[src/rtl/neuron_pkg.sv]
// neuron_pkg: shared sizes, FloPoCo field layout and sequencer state type
package neuron_pkg;
    localparam int NEU_BITWIDTH = 16;
    localparam int NEU_BW = NEU_BITWIDTH + 1;
    localparam int NEU_ADDR_W = 10;
    localparam int NEU_LEN_W = 11;
    localparam int FP_EXC_HI = NEU_BW;
    localparam int FP_EXC_LO = NEU_BW - 1;
    localparam int FP_SIGN = NEU_BW - 2;
    localparam logic [1:0] EXC_ZERO = 2'b00;
    localparam logic [1:0] EXC_NORM = 2'b01;
    localparam logic [1:0] EXC_INF = 2'b10;
    localparam logic [1:0] EXC_NAN = 2'b11;
    localparam logic [NEU_BW:0] FP_ZERO = '0;
    typedef enum logic [1:0] {S_IDLE, S_CLEAR, S_RUN, S_CAPT} state_e;
endpackage

[src/rtl/fp_relu.sv]
// fp_relu: zeroes negative FloPoCo values when enabled; NaN passes through
module fp_relu
    import neuron_pkg::*;
(
    input  logic [NEU_BW:0] in_i,
    input  logic            en_i,
    output logic [NEU_BW:0] out_o
);
    assign out_o = (en_i && in_i[FP_SIGN] && in_i[FP_EXC_HI:FP_EXC_LO] != EXC_NAN) ? FP_ZERO : in_i;
endmodule

[src/rtl/neuron_seq_ctrl.sv]
// neuron_seq_ctrl: clears, streams LEN weight/data pairs into one neuron, returns the ReLU'd accumulator
module neuron_seq_ctrl
    import neuron_pkg::*;
#(
    parameter int BITWIDTH = NEU_BITWIDTH,
    parameter int BW = BITWIDTH + 1,
    parameter int ADDR_W = NEU_ADDR_W,
    parameter int LEN_W = NEU_LEN_W
) (
    input  logic              clk,
    input  logic              rst,
    input  logic              start,
    input  logic [LEN_W-1:0]  len,
    input  logic [ADDR_W-1:0] w_base,
    input  logic [ADDR_W-1:0] d_base,
    input  logic              relu,
    input  logic              abort,
    output logic              busy,
    output logic              mem_rd_en,
    output logic [ADDR_W-1:0] w_addr,
    output logic [ADDR_W-1:0] d_addr,
    output logic              neu_clear,
    output logic              neu_en,
    input  logic [BW:0]       neu_accum,
    output logic [BW:0]       result,
    output logic              result_valid
);
    localparam logic [LEN_W-1:0] LEN_MAX = LEN_W'(1 << ADDR_W);
    state_e state_q, state_d;
    logic [LEN_W-1:0] len_q, len_d, idx_q, idx_d, nxt;
    logic [ADDR_W-1:0] w_base_q, w_base_d, d_base_q, d_base_d, off;
    logic relu_q, relu_d, valid_q, valid_d;
    logic [BW:0] result_q, result_d, relu_val;
    fp_relu u_relu (
        .in_i  (neu_accum),
        .en_i  (relu_q),
        .out_o (relu_val)
    );
    // idx_q is the index whose RAM data is valid this RUN cycle; nxt is the one being fetched
    assign nxt = idx_q + LEN_W'(1);
    assign busy = state_q != S_IDLE;
    assign neu_clear = state_q == S_CLEAR;
    assign neu_en = state_q == S_RUN;
    assign mem_rd_en = neu_clear || (neu_en && nxt < len_q);
    assign off = neu_clear ? '0 : nxt[ADDR_W-1:0];
    assign w_addr = mem_rd_en ? w_base_q + off : '0;
    assign d_addr = mem_rd_en ? d_base_q + off : '0;
    assign result = result_q;
    assign result_valid = valid_q;
    always_comb begin
        state_d = state_q;
        len_d = len_q;
        idx_d = idx_q;
        w_base_d = w_base_q;
        d_base_d = d_base_q;
        relu_d = relu_q;
        result_d = result_q;
        valid_d = 1'b0;
        case (state_q)
            S_IDLE: if (start && !abort) begin
                state_d = S_CLEAR;
                len_d = (len > LEN_MAX) ? LEN_MAX : len;
                idx_d = '0;
                w_base_d = w_base;
                d_base_d = d_base;
                relu_d = relu;
            end
            S_CLEAR: state_d = (len_q == '0) ? S_CAPT : S_RUN;
            S_RUN: begin
                idx_d = nxt;
                state_d = (nxt >= len_q) ? S_CAPT : S_RUN;
            end
            default: begin
                state_d = S_IDLE;
                result_d = relu_val;
                valid_d = 1'b1;
            end
        endcase
        if (abort && state_q != S_IDLE) begin
            state_d = S_IDLE;
            result_d = result_q;
            valid_d = 1'b0;
        end
    end
    always_ff @(posedge clk) begin
        if (rst) begin
            state_q <= S_IDLE;
            len_q <= '0;
            idx_q <= '0;
            w_base_q <= '0;
            d_base_q <= '0;
            relu_q <= 1'b0;
            result_q <= '0;
            valid_q <= 1'b0;
        end else begin
            state_q <= state_d;
            len_q <= len_d;
            idx_q <= idx_d;
            w_base_q <= w_base_d;
            d_base_q <= d_base_d;
            relu_q <= relu_d;
            result_q <= result_d;
            valid_q <= valid_d;
        end
    end
endmodule

[config.mk]
export PLATFORM = sky130hd
export DESIGN_NAME = neuron_seq_ctrl
export DESIGN_NICKNAME = d
export VERILOG_FILES = /design/src/rtl/neuron_pkg.sv /design/src/rtl/fp_relu.sv /design/src/rtl/neuron_seq_ctrl.sv
export SDC_FILE = /design/constraint.sdc
export NUM_CORES = 1
export LEC_CHECK = 0
export ABC_AREA = 1
export CAP_MARGIN = 20
export CORE_MARGIN = 5
export CORE_UTILIZATION = 50
export CTS_CLUSTER_SIZE = 20
export DETAILED_ROUTE_END_ITERATION = 10
export PLACE_DENSITY = 0.87
export RECOVER_POWER = 25
export SETUP_SLACK_MARGIN = 0.3
export SLEW_MARGIN = 20
export SYNTH_ARGS = -nofsm -noshare
export SYNTH_HDL_FRONTEND = slang
export SYNTH_SLANG_ARGS = --single-unit
[constraint.sdc]
create_clock -name clk -period 3.8 [get_ports clk]
set_input_delay 0.76 -clock clk [delete_from_list [all_inputs] [get_ports clk]]
set_output_delay 0.76 -clock clk [all_outputs]
set_load 0.01 [all_outputs]
== Word level (Yosys, flattened, before mapping) ==
Index checks and enable logic that the tools add are counted.

* Register bits: 64
* Bits in latches: 0
* Bits in writable memories: 0
* Bits in read-only memories: 0
* Bits of input ports: 54
* Output and inout bits: 43
* Logic and storage cells: 48
* Memories: 0

* $add $sub $neg: 3
* $mul: 0
* Div/mod/pow operators: 0
* $lt $le $gt $ge: 3
* Equality and inequality tests: 4
* Shift operators: 0
* Multiplexer cells: 12
* Bitwise operators: 2
* Reduce and logical (&&, ||, !) cells: 16

{| class="wikitable"
|+ Operators by type and width
! kind !! count
|-
| $mux W10 || 3
|-
| $mux W11 || 2
|-
| $pmux W11 S2 || 1
|-
| $add A10 B10 Y10 || 2
|-
| $mux W18 || 1
|-
| $add A11 B1 Y11 const B || 1
|-
| $ge A11 B11 Y1 || 1
|-
| $gt A11 B11 Y1 const B || 1
|-
| $logic_not A11 Y1 || 1
|-
| $lt A11 B11 Y1 || 1
|-
| $pmux W2 S3 || 1
|-
| $reduce_and A2 Y1 || 3
|-
| $logic_and A1 B1 Y1 || 5
|-
| $ne A2 B2 Y1 const B || 2
|-
| $reduce_bool A2 Y1 || 2
|-
| $mux W1 || 3
|-
| $reduce_or A3 Y1 || 1
|-
| $eq A2 B1 Y1 const B || 1
|-
| $eq A2 B2 Y1 const B || 1
|-
| $logic_not A2 Y1 || 1
|-
| $mux W2 || 1
|-
| $not A1 Y1 || 2
|-
| $reduce_or A2 Y1 || 1
|-
| $logic_not A1 Y1 || 1
|-
| $logic_or A1 B1 Y1 || 1
|}

== Logic depth before layout (Yosys ltp) ==
Gate-level depths: netlist of run 1.

* Depth in word-level cells: 5
* Mapped depth: 18
* Mapped depth without buffers: 18

== By module ==
Synthesis of run 1 repeated with hierarchy kept, for this count alone.

* Cells, all modules: 608
* Area total of the unflattened synthesis: 4132.7 um2

{| class="wikitable"
|+ By module, submodules not included
! module !! instances !! cells each !! area an instance (um2) !! seq. area each (um2)
|-
| neuron_seq_ctrl || 1 || 568 || 3898.7 || 1281.2
|-
| fp_relu || 1 || 40 || 234.0 || 0.0
|}

== Worst setup path before layout of run 1 ==
OpenSTA, ideal clock, no wires.

* Path kind: reg-to-output
* From: reg idx_q[0]
* To: out d_addr[5]
* Arrival: 2348 ps
* Data required time: 3040 ps
* Setup slack: 692 ps
* Cell stages (with the launch flop): 16
* Path buffers: 1
* Cell sequence: dfxtp_1 -> ha_1 -> nand3_1 -> inv_1 -> or2_2 -> and2_1 -> ha_1 -> nand2_1 -> nor2_1 -> and2_1 -> nand2_1 -> nand4_1 -> nand2_2 -> inv_2 -> buf_4 -> nor2_1

* Word-level cells in the longest chain between the ends: 5
* Elaborated cells between the ends (all ways): 7
* Classes of those cells: 2 x add/sub; 1 x order compare; 2 x mux; 2 x reduce/logical

{| class="wikitable"
|+ Ends and longest elaborated chain
! what !! RTL line !! RTL
|-
| start, declared || neuron_seq_ctrl.sv:30 || <nowiki>logic [LEN_W-1:0] len_q, len_d, idx_q, idx_d, nxt;</nowiki>
|-
| start signal, assigned || neuron_seq_ctrl.sv:98 || <nowiki>idx_q <= idx_d;</nowiki>
|-
| $add A11 B1 Y11 || neuron_seq_ctrl.sv:40 || <nowiki>assign nxt = idx_q + LEN_W'(1);</nowiki>
|-
| $lt A11 B11 Y1 || neuron_seq_ctrl.sv:44 || <nowiki>assign mem_rd_en = neu_clear || (neu_en && nxt < len_q);</nowiki>
|-
| $logic_and A1 B1 Y1 || neuron_seq_ctrl.sv:44 ||
|-
| $logic_or A1 B1 Y1 || neuron_seq_ctrl.sv:44 ||
|-
| net mem_rd_en || neuron_seq_ctrl.sv:19 || <nowiki>output logic mem_rd_en,</nowiki>
|-
| $mux W10 || neuron_seq_ctrl.sv:47 || <nowiki>assign d_addr = mem_rd_en ? d_base_q + off : '0;</nowiki>
|-
| end, declared || neuron_seq_ctrl.sv:21 || <nowiki>output logic [ADDR_W-1:0] d_addr,</nowiki>
|}

The timed path passes the listed nets, and every way through them passes these cells.

== Worst setup path after layout of run 1 ==
* From: reg idx_q[2]
* To: out w_addr[8]

* Word-level cells in the longest chain between the ends: 5
* Elaborated cells between the ends (all ways): 7
* Classes of those cells: 2 x add/sub; 1 x order compare; 2 x mux; 2 x reduce/logical

{| class="wikitable"
|+ Ends and longest elaborated chain
! what !! RTL line !! RTL
|-
| $add A11 B1 Y11 (*) || neuron_seq_ctrl.sv:40 ||
|-
| $lt A11 B11 Y1 || neuron_seq_ctrl.sv:44 ||
|-
| $logic_and A1 B1 Y1 || neuron_seq_ctrl.sv:44 ||
|-
| $logic_or A1 B1 Y1 || neuron_seq_ctrl.sv:44 ||
|-
| $mux W10 (*) || neuron_seq_ctrl.sv:46 || <nowiki>assign w_addr = mem_rd_en ? w_base_q + off : '0;</nowiki>
|-
| end, declared || neuron_seq_ctrl.sv:20 || <nowiki>output logic [ADDR_W-1:0] w_addr,</nowiki>
|}

Every way passes the cells marked *; elsewhere a longest branch is shown, timed or not.

==> flow_summary.toml, run 1 <==
[global_route]
grt_pass1_vias = 4304
grt_overflow_total = 0
grt_start_max_net_pins = 35
grt_pass1_wl_um = 19400
grt.total_usage_pct = 24.1
antenna_found_initial = 0

[placement]
dp_hpwl_um = 8470
port_buffers = 96
placed_area_mm2 = 0.00508
place_inst = 775
gp_congestion = 0.864

[timing]
slew_viol_final = 0
skew_ns = 0.0110
period_minus_slack_ns = 3.69
finalHoldViolCount = 0
slew_headroom_pct = 22.8
clock.fmax_mhz = 271
worst_slew_pin_slew_ns = 1.15
finalCritPeriodShare_pct = 97.0
setup_tns_ns = 0
setup_viol = 0
rsz0062_at_grt = "true"

[clock_network]
cts.clk_slew.worst_paths_ns = 0.08
cts-htree-levels = 3
clock_sinks = 64
worstSkewPairLatency_ns = 0.36
cts_tree = "built"
root_buffer = "clkbuf_8"
numCtsBuffers = 9
clock_path_buffers = 2

[critical_path]
cp_slowest_cell = "dfxtp_4"
cp-start-kind = "flip-flop"
crit_arrival_ns = 2.93
worstPathCellList = "nand2_4 > nor2_4 > nand4_4 > nor2_4 > xor2_4 > ha_4 > nand2_4 > nor2_4 > and2_4 > nand2_2 > nand4_1 > nand2_4 > buf_6 > o21ai_2 > a21oi_2 > buf_2"
crit_family = "simple AND/OR/NAND/NOR gates"
worstSetupPathType = "flip-flop to output pin"
worstPathBufferInverterCount = 2
rrSetupSlack_ns = 0.87
cp_slowest_stage_delay_ns = 0.39
crit_fanout = 5
cp-end-kind = "output pin"
cp.required_ns = 3.04

[drt]
wl_met1_um = 5040
routed_wl_um = 13000
drtIter0Drc = 325
route.met3.wl_um = 1060
via_per_inst = 5.48
drt_pre_antenna_iters = 7
drc = 0
vias = 4430
top_layer_used = "met4"
ant_nets = 0
wl_per_cell_um = 16.1
dr_wl_met2_um = 6340

[yosys]
syn_inst = 586
yosys.area_share.simple_pct = 26.9
syn-mean-instance-area_um2 = 6.82
yosys.area_share.adder_pct = 11.6
ys_ff_latch = 64
synth_compound_area_share_pct = 18.1
synth_area_mm2 = 0.00400
synth_top_family_by_area = "simple AND/OR/NAND/NOR gates"
synth_xor_area_share_pct = 1.94
synthMuxAreaShare_pct = 0
synth-seq-area-share_pct = 32.1
synth.area.top_cells = "dfxtp_1, nand2_1, ha_1, nor2_1, a21oi_1"
synth_top_area_share_pct = 32.1
yosys_warnings = 0
synth_top_area_cell = "dfxtp_1"
ys_types = 35
syn_nets = 676

[power]
leakagePower_nw = 2.67
ir_worst_vdd_v = 0.000321
powerDensity_mw_per_mm2 = 461

[die]
die_width_um = 99.4
start_util_pct = 51.5
core.rowCount = 32
core_mm2 = 0.00777
die-area_mm2 = 0.00988
io_pins = 97
die_h_um = 99.4

[final_layout]
fillers = 587
fin_area_mm2 = 0.00581
layout-drive-gt1-share_pct = 22.6
area_growth_pct = 45.4
final_cell_count_no_fill = 809
num_antenna_cells = 0
fin_nets = 792

[job]
maxCapViolCount = 0

[hold_path]
hp-class = "flip-flop to flip-flop"

[outcome]
status = "complete, no violations"
[Yosys cell counts]
library cell	number
nand4_2	1
clkbuf_1	12
o21ai_0	45
ha_1	34
dfxtp_1	64
o211ai_1	14
nor2_4	3
xnor2_1	3
nor2_1	79
nand3_1	19
a22oi_1	2
buf_4	1
a21o_1	1
buf_2	7
or2_2	1
and2_1	2
o21ai_2	1
inv_1	71
nor3_2	3
nor3_1	1
fa_1	2
o21bai_1	4
a21oi_1	59
o21ai_1	1
xor2_1	4
nand4_1	11
nand2_1	121
nor3b_1	2
xor2_2	1
o31ai_1	1
nor4_1	3
a211oi_1	2
nand2_2	4
a21oi_2	1
inv_2	6
[cell families after synthesis]
family                   Yosys count
XOR/XNOR                           8
adder cells (fa/ha/maj)           36
buffers and inverters             97
flip-flops                        64
AO/OA/AOI/OAI                    131
AND/OR/NAND/NOR                  250
[timing repair]
| action | CTS | global route |
|---|---|---|
| pin swaps | 11 | 24 |
| cloned | 1 | 0 |
| setup endpoints to repair | 21 | 21 |
| hold buffers | 0 | 0 |
| resized for setup | 95 | 95 |
| buffers inserted | 8 | 9 |
[through the flow]
stage	setup WS [ns]	power, mW	hold slack (ns)	util [%]
2_1_floorplan	0.692	1.42	0.430	-
3_3_place_gp	0.0777	1.79	0.449	65.4
3_5_place_dp	-0.0674	1.82	0.458	65.4
4_1_cts	0.184	2.55	0.468	70.0
5_1_grt	-0.0134	2.84	0.488	74.9
6_report	0.114	2.68	0.465	74.9
[routing by layer]
metal / up-vias / track usage, %
li1: 2155 / -
met1: 2013 / 27.0
met2: 206 / 42.9
met3: 56 / 6.87
met4: 0 / 9.45
met5: - / 0
[sequential cells by signal, summed over array words and instances, names as in the netlist]
signal,flops
d_base_q,10
idx_q,11
len_q,11
relu_q,1
result,18
result_valid,1
state_q,2
w_base_q,10
[tightest hold or removal path, stage by stage, from the launching register on]
cell and delay (ns):
dfxtp_1 0.31, nand2_1 0.06, a21oi_1 0.05
[layout make-up]
cell class | instances | area, um^2 | area share [%]
Clock buffer | 10 | 128 | 2.19
Clock inverter | 6 | 83.8 | 1.44
Inverter | 77 | 299 | 5.14
Multi-Input combinational cell | 425 | 2760 | 47.4
Sequential cell | 64 | 1310 | 22.6
Tap cell | 102 | 128 | 2.19
Timing Repair Buffer | 124 | 1100 | 18.9
Timing Repair inverter | 1 | 8.76 | 0.151
[cell usage in the layout (no fill, tap or decap), drive strengths merged, types with 5 or more instances in the layout]
cell type	count
nand2	125
nor2	82
o21ai	47
xor2	5
inv	78
ha	34
dlygate4sd3	21
buf	39
clkbuf	16
clkdlybuf4s50	54
o211ai	14
nand3	19
nand4	12
a21oi	60
dfxtp	64
[where the power goes]
part           internal, mW  leakage (nW)  switching [mW]
clock network         0.367         0.110           0.285
registers             0.772         0.528          0.0744
logic                 0.501          2.03           0.680
[final timing paths]
check                           cells past startpoint        from          to
worst max-delay path                               16    idx_q[2]   w_addr[8]
worst min-delay path                                2  result[16]  result[16]
worst max register to register                      6  state_q[0]   result[8]
worst min register to register                      2  result[16]  result[16]
(Power assumes the default switching activity.)
==> run 2: changes to the inputs <==
--- a/config.mk
+++ b/config.mk
@@ -8,7 +8,7 @@
 export ABC_AREA = 1
 export CAP_MARGIN = 20
 export CORE_MARGIN = 5
-export CORE_UTILIZATION = 50
+export CORE_UTILIZATION = 51
 export CTS_CLUSTER_SIZE = 20
 export DETAILED_ROUTE_END_ITERATION = 10
 export PLACE_DENSITY = 0.87
@@ -17,4 +17,5 @@
 export SLEW_MARGIN = 20
 export SYNTH_ARGS = -nofsm -noshare
 export SYNTH_HDL_FRONTEND = slang
+export SYNTH_HIERARCHICAL = 1
 export SYNTH_SLANG_ARGS = --single-unit
==> flow_summary.toml, run 2 <==
[critical_path]
crit_end = "d_addr[6]"
worstSetupPathType = "flip-flop to output pin"
cp.required_ns = 3.04
cp-start-kind = "flip-flop"
r2r_cells = 28
r2r_end = "state_q[0]"
crit_family = "simple AND/OR/NAND/NOR gates"
cp_slowest_stage_delay_ns = 0.38
rrSetupSlack_ns = 0.10
cp-end-kind = "output pin"
crit_top_cell = "nand2_1"
critPathLaunch = "idx_q[2]"
worstReg2RegStart = "idx_q[0]"
cp_num_cells = 16
worstPathBufferInverterCount = 3
cp_slowest_cell = "dfxtp_4"
crit_arrival_ns = 3.00
worstPathCellList = "buf_4 > nand2_4 > nor2_4 > buf_6 > xor2_4 > nor2_1 > ha_1 > a21oi_1 > nand2_2 > nand2_1 > nand2_1 > nand2_1 > nand2_1 > nor2_1 > nor3_2 > buf_2"
crit_fanout = 5

[final_layout]
num_antenna_cells = 0
final_common_cell = "nor2_1"
fillers = 532
largest_reg_flops = 18
final_cell_mix = "nor2_1, nand2_1, inv_1, clkdlybuf4s50_1, dfxtp_1"
layout-drive-gt1-share_pct = 25.5
fin_nets = 834
area_growth_pct = 45.5
fin_area_mm2 = 0.00601
post-route-util_pct = 77.0

[die]
io_pins = 97
die_h_um = 100
start_util_pct = 52.9
core_mm2 = 0.00781
die_width_um = 100
core.rowCount = 32
die-area_mm2 = 0.0100

[yosys]
synth_common_cells = "nor2_1, nand2_1, inv_1"
synth-edff-count = 0
synth_area_mm2 = 0.00413
async_flop_share_pct = 0
yosysMostFrequentCell = "nor2_1"
ys_types = 38
syn-mean-instance-area_um2 = 6.80
syn_nets = 698
synth.area.top_cells = "dfxtp_1, ha_1, nor2_1, nand2_1, a21oi_1"
synth_top_area_cell = "dfxtp_1"
yosys_warnings = 6
synth_top_area_share_pct = 31.0
syn_inst = 608
yosys_most_used_dff = "dfxtp_1"
ys_ff_latch = 64
synth-seq-area-share_pct = 31.0

[clock_network]
clock_path_buffers = 2
numCtsBuffers = 9
cts_tree = "built"
clock_sinks = 64
root_buffer = "clkbuf_8"
ctsHoldBuffers = 0
worstSkewPairLatency_ns = 0.36
cts.clk_slew.worst_paths_ns = 0.08
cts-htree-levels = 3

[power]
leakagePower_nw = 2.74
powerDensity_mw_per_mm2 = 471
ir_worst_vdd_v = 0.000390

[timing]
slew_headroom_pct = 38.2
rsz0062_at_grt = "true"
worst_slew_pin_slew_ns = 0.925
finalCritPeriodShare_pct = 99.0
clock.fmax_mhz = 266
setup_viol = 0
period_minus_slack_ns = 3.76
skew_ns = 0.00609
finalHoldViolCount = 0
whs_ns = 0.483
slew_viol_final = 0

[global_route]
grt_pass1_wl_um = 20400
antenna_found_initial = 0
grt.total_usage_pct = 25.0
busiest_layer = "met2"
grt_overflow_total = 0
grt_start_max_net_pins = 36
grt_pass1_vias = 4282
grt_util_met2_pct = 39.8
met3_usage_pct = 5.00
gr-usage-met1_pct = 33.2

[drt]
vias = 4688
routed_wl_um = 13700
wl_per_cell_um = 16.1
drt_pre_antenna_iters = 5
drtIter0Drc = 373
ant_nets = 0
via_per_inst = 5.51
drc = 0

[outcome]
status = "complete, no violations"

[job]
maxCapViolCount = 0

[placement]
port_buffers = 96
placed_area_mm2 = 0.00528
dp_hpwl_um = 8820
gp_congestion = 0.932

[hold_path]
worstHoldStart = "result[4]"
hp-class = "flip-flop to flip-flop"
run 2: cell count changes in the layout (fill, tap and decap cells not counted), sizes merged, moves of 6 or more:
cell and change:
clkdlybuf4s50 +12, o21ai +13, nor2 +32, a21oi +9
dlygate4sd3 -12, buf +29, clkbuf -6, nand2 -24
o211ai -12, inv +6
run 2: metrics by stage:
step | TNS, ns | worst slack [ns] | power [mW] | std cells
3_3_place_gp | 0 | 0.0764 | 1.89 | 805
4_1_cts | 0 | 0.140 | 2.63 | 842
5_1_grt | -0.0519 | -0.0377 | 2.99 | 851
6_report | 0 | 0.0387 | 2.83 | 851
2_1_floorplan | 0 | 0.670 | 1.45 | 608
3_5_place_dp | -0.0171 | -0.00975 | 1.91 | 805
run 2: cells by family (layout without fill, tap and decap cells):
family	count (synthesis)	count (layout)	share of synthesized area (%)
AOI/OAI and AO/OA	142	142	19.1
xor gates and xnor gates	9	9	2.09
adders and majority gates	36	36	11.3
and+or+nand+nor	254	255	26.4
buffers and inverters	103	243	10.2
DFF	64	64	31.0
run 2: worst reg2reg max path, delay by kind of cell (launching register included):
| family | cells | cell delay, ns |
|---|---|---|
| AOI/OAI and AO/OA | 1 | 0.13 |
| adders and majority gates | 2 | 0.42 |
| buffers and inverters | 13 | 1.48 |
| DFF | 1 | 0.37 |
| and+or+nand+nor | 12 | 1.24 |
run 2: timing repair:
item                                    in CTS  in global routing
pin swaps                                   10                 30
buffers inserted                            20                  9
endpoints found under the setup margin      21                 22
resized for setup                          127                 72
cloned                                       1                  0
run 2: how the worst min path moves through the flow:
stage / to / slack [ns] / cells after the start
2_1_floorplan: d_base_q[9] / 0.44 / 2
3_3_place_gp: w_base_q[9] / 0.46 / 2
3_5_place_dp: idx_q[9] / 0.47 / 2
4_1_cts: idx_q[10] / 0.48 / 2
5_1_grt: result[15] / 0.51 / 2
6_report: result[4] / 0.48 / 2
run 2: layer usage:
metal / vias up / part of all wire [%]
met5: - / 0
met4: 0 / 3.6
met3: 50 / 9.3
met2: 257 / 45
met1: 2123 / 42
li1: 2258 / -
run 2: area by class of cell:
class	count	area, um^2	share of cell area [%]
clock inverter	7	47.5	0.791
clock buffer	9	124	2.06
inverter	83	319	5.31
sequential	64	1310	21.7
multi-input combinational	442	2800	46.6
timing repair buffer	144	1290	21.4
tap	102	128	2.12
run 2: power breakdown:
| part | leakage [nW] | total (mW) | switching [mW] | internal [mW] |
|---|---|---|---|---|
| clock network | 0.0854 | 0.532 | 0.296 | 0.236 |
| registers | 0.527 | 0.844 | 0.0690 | 0.775 |
| logic | 2.13 | 1.45 | 0.761 | 0.693 |
| total | 2.74 | 2.83 | 1.13 | 1.70 |
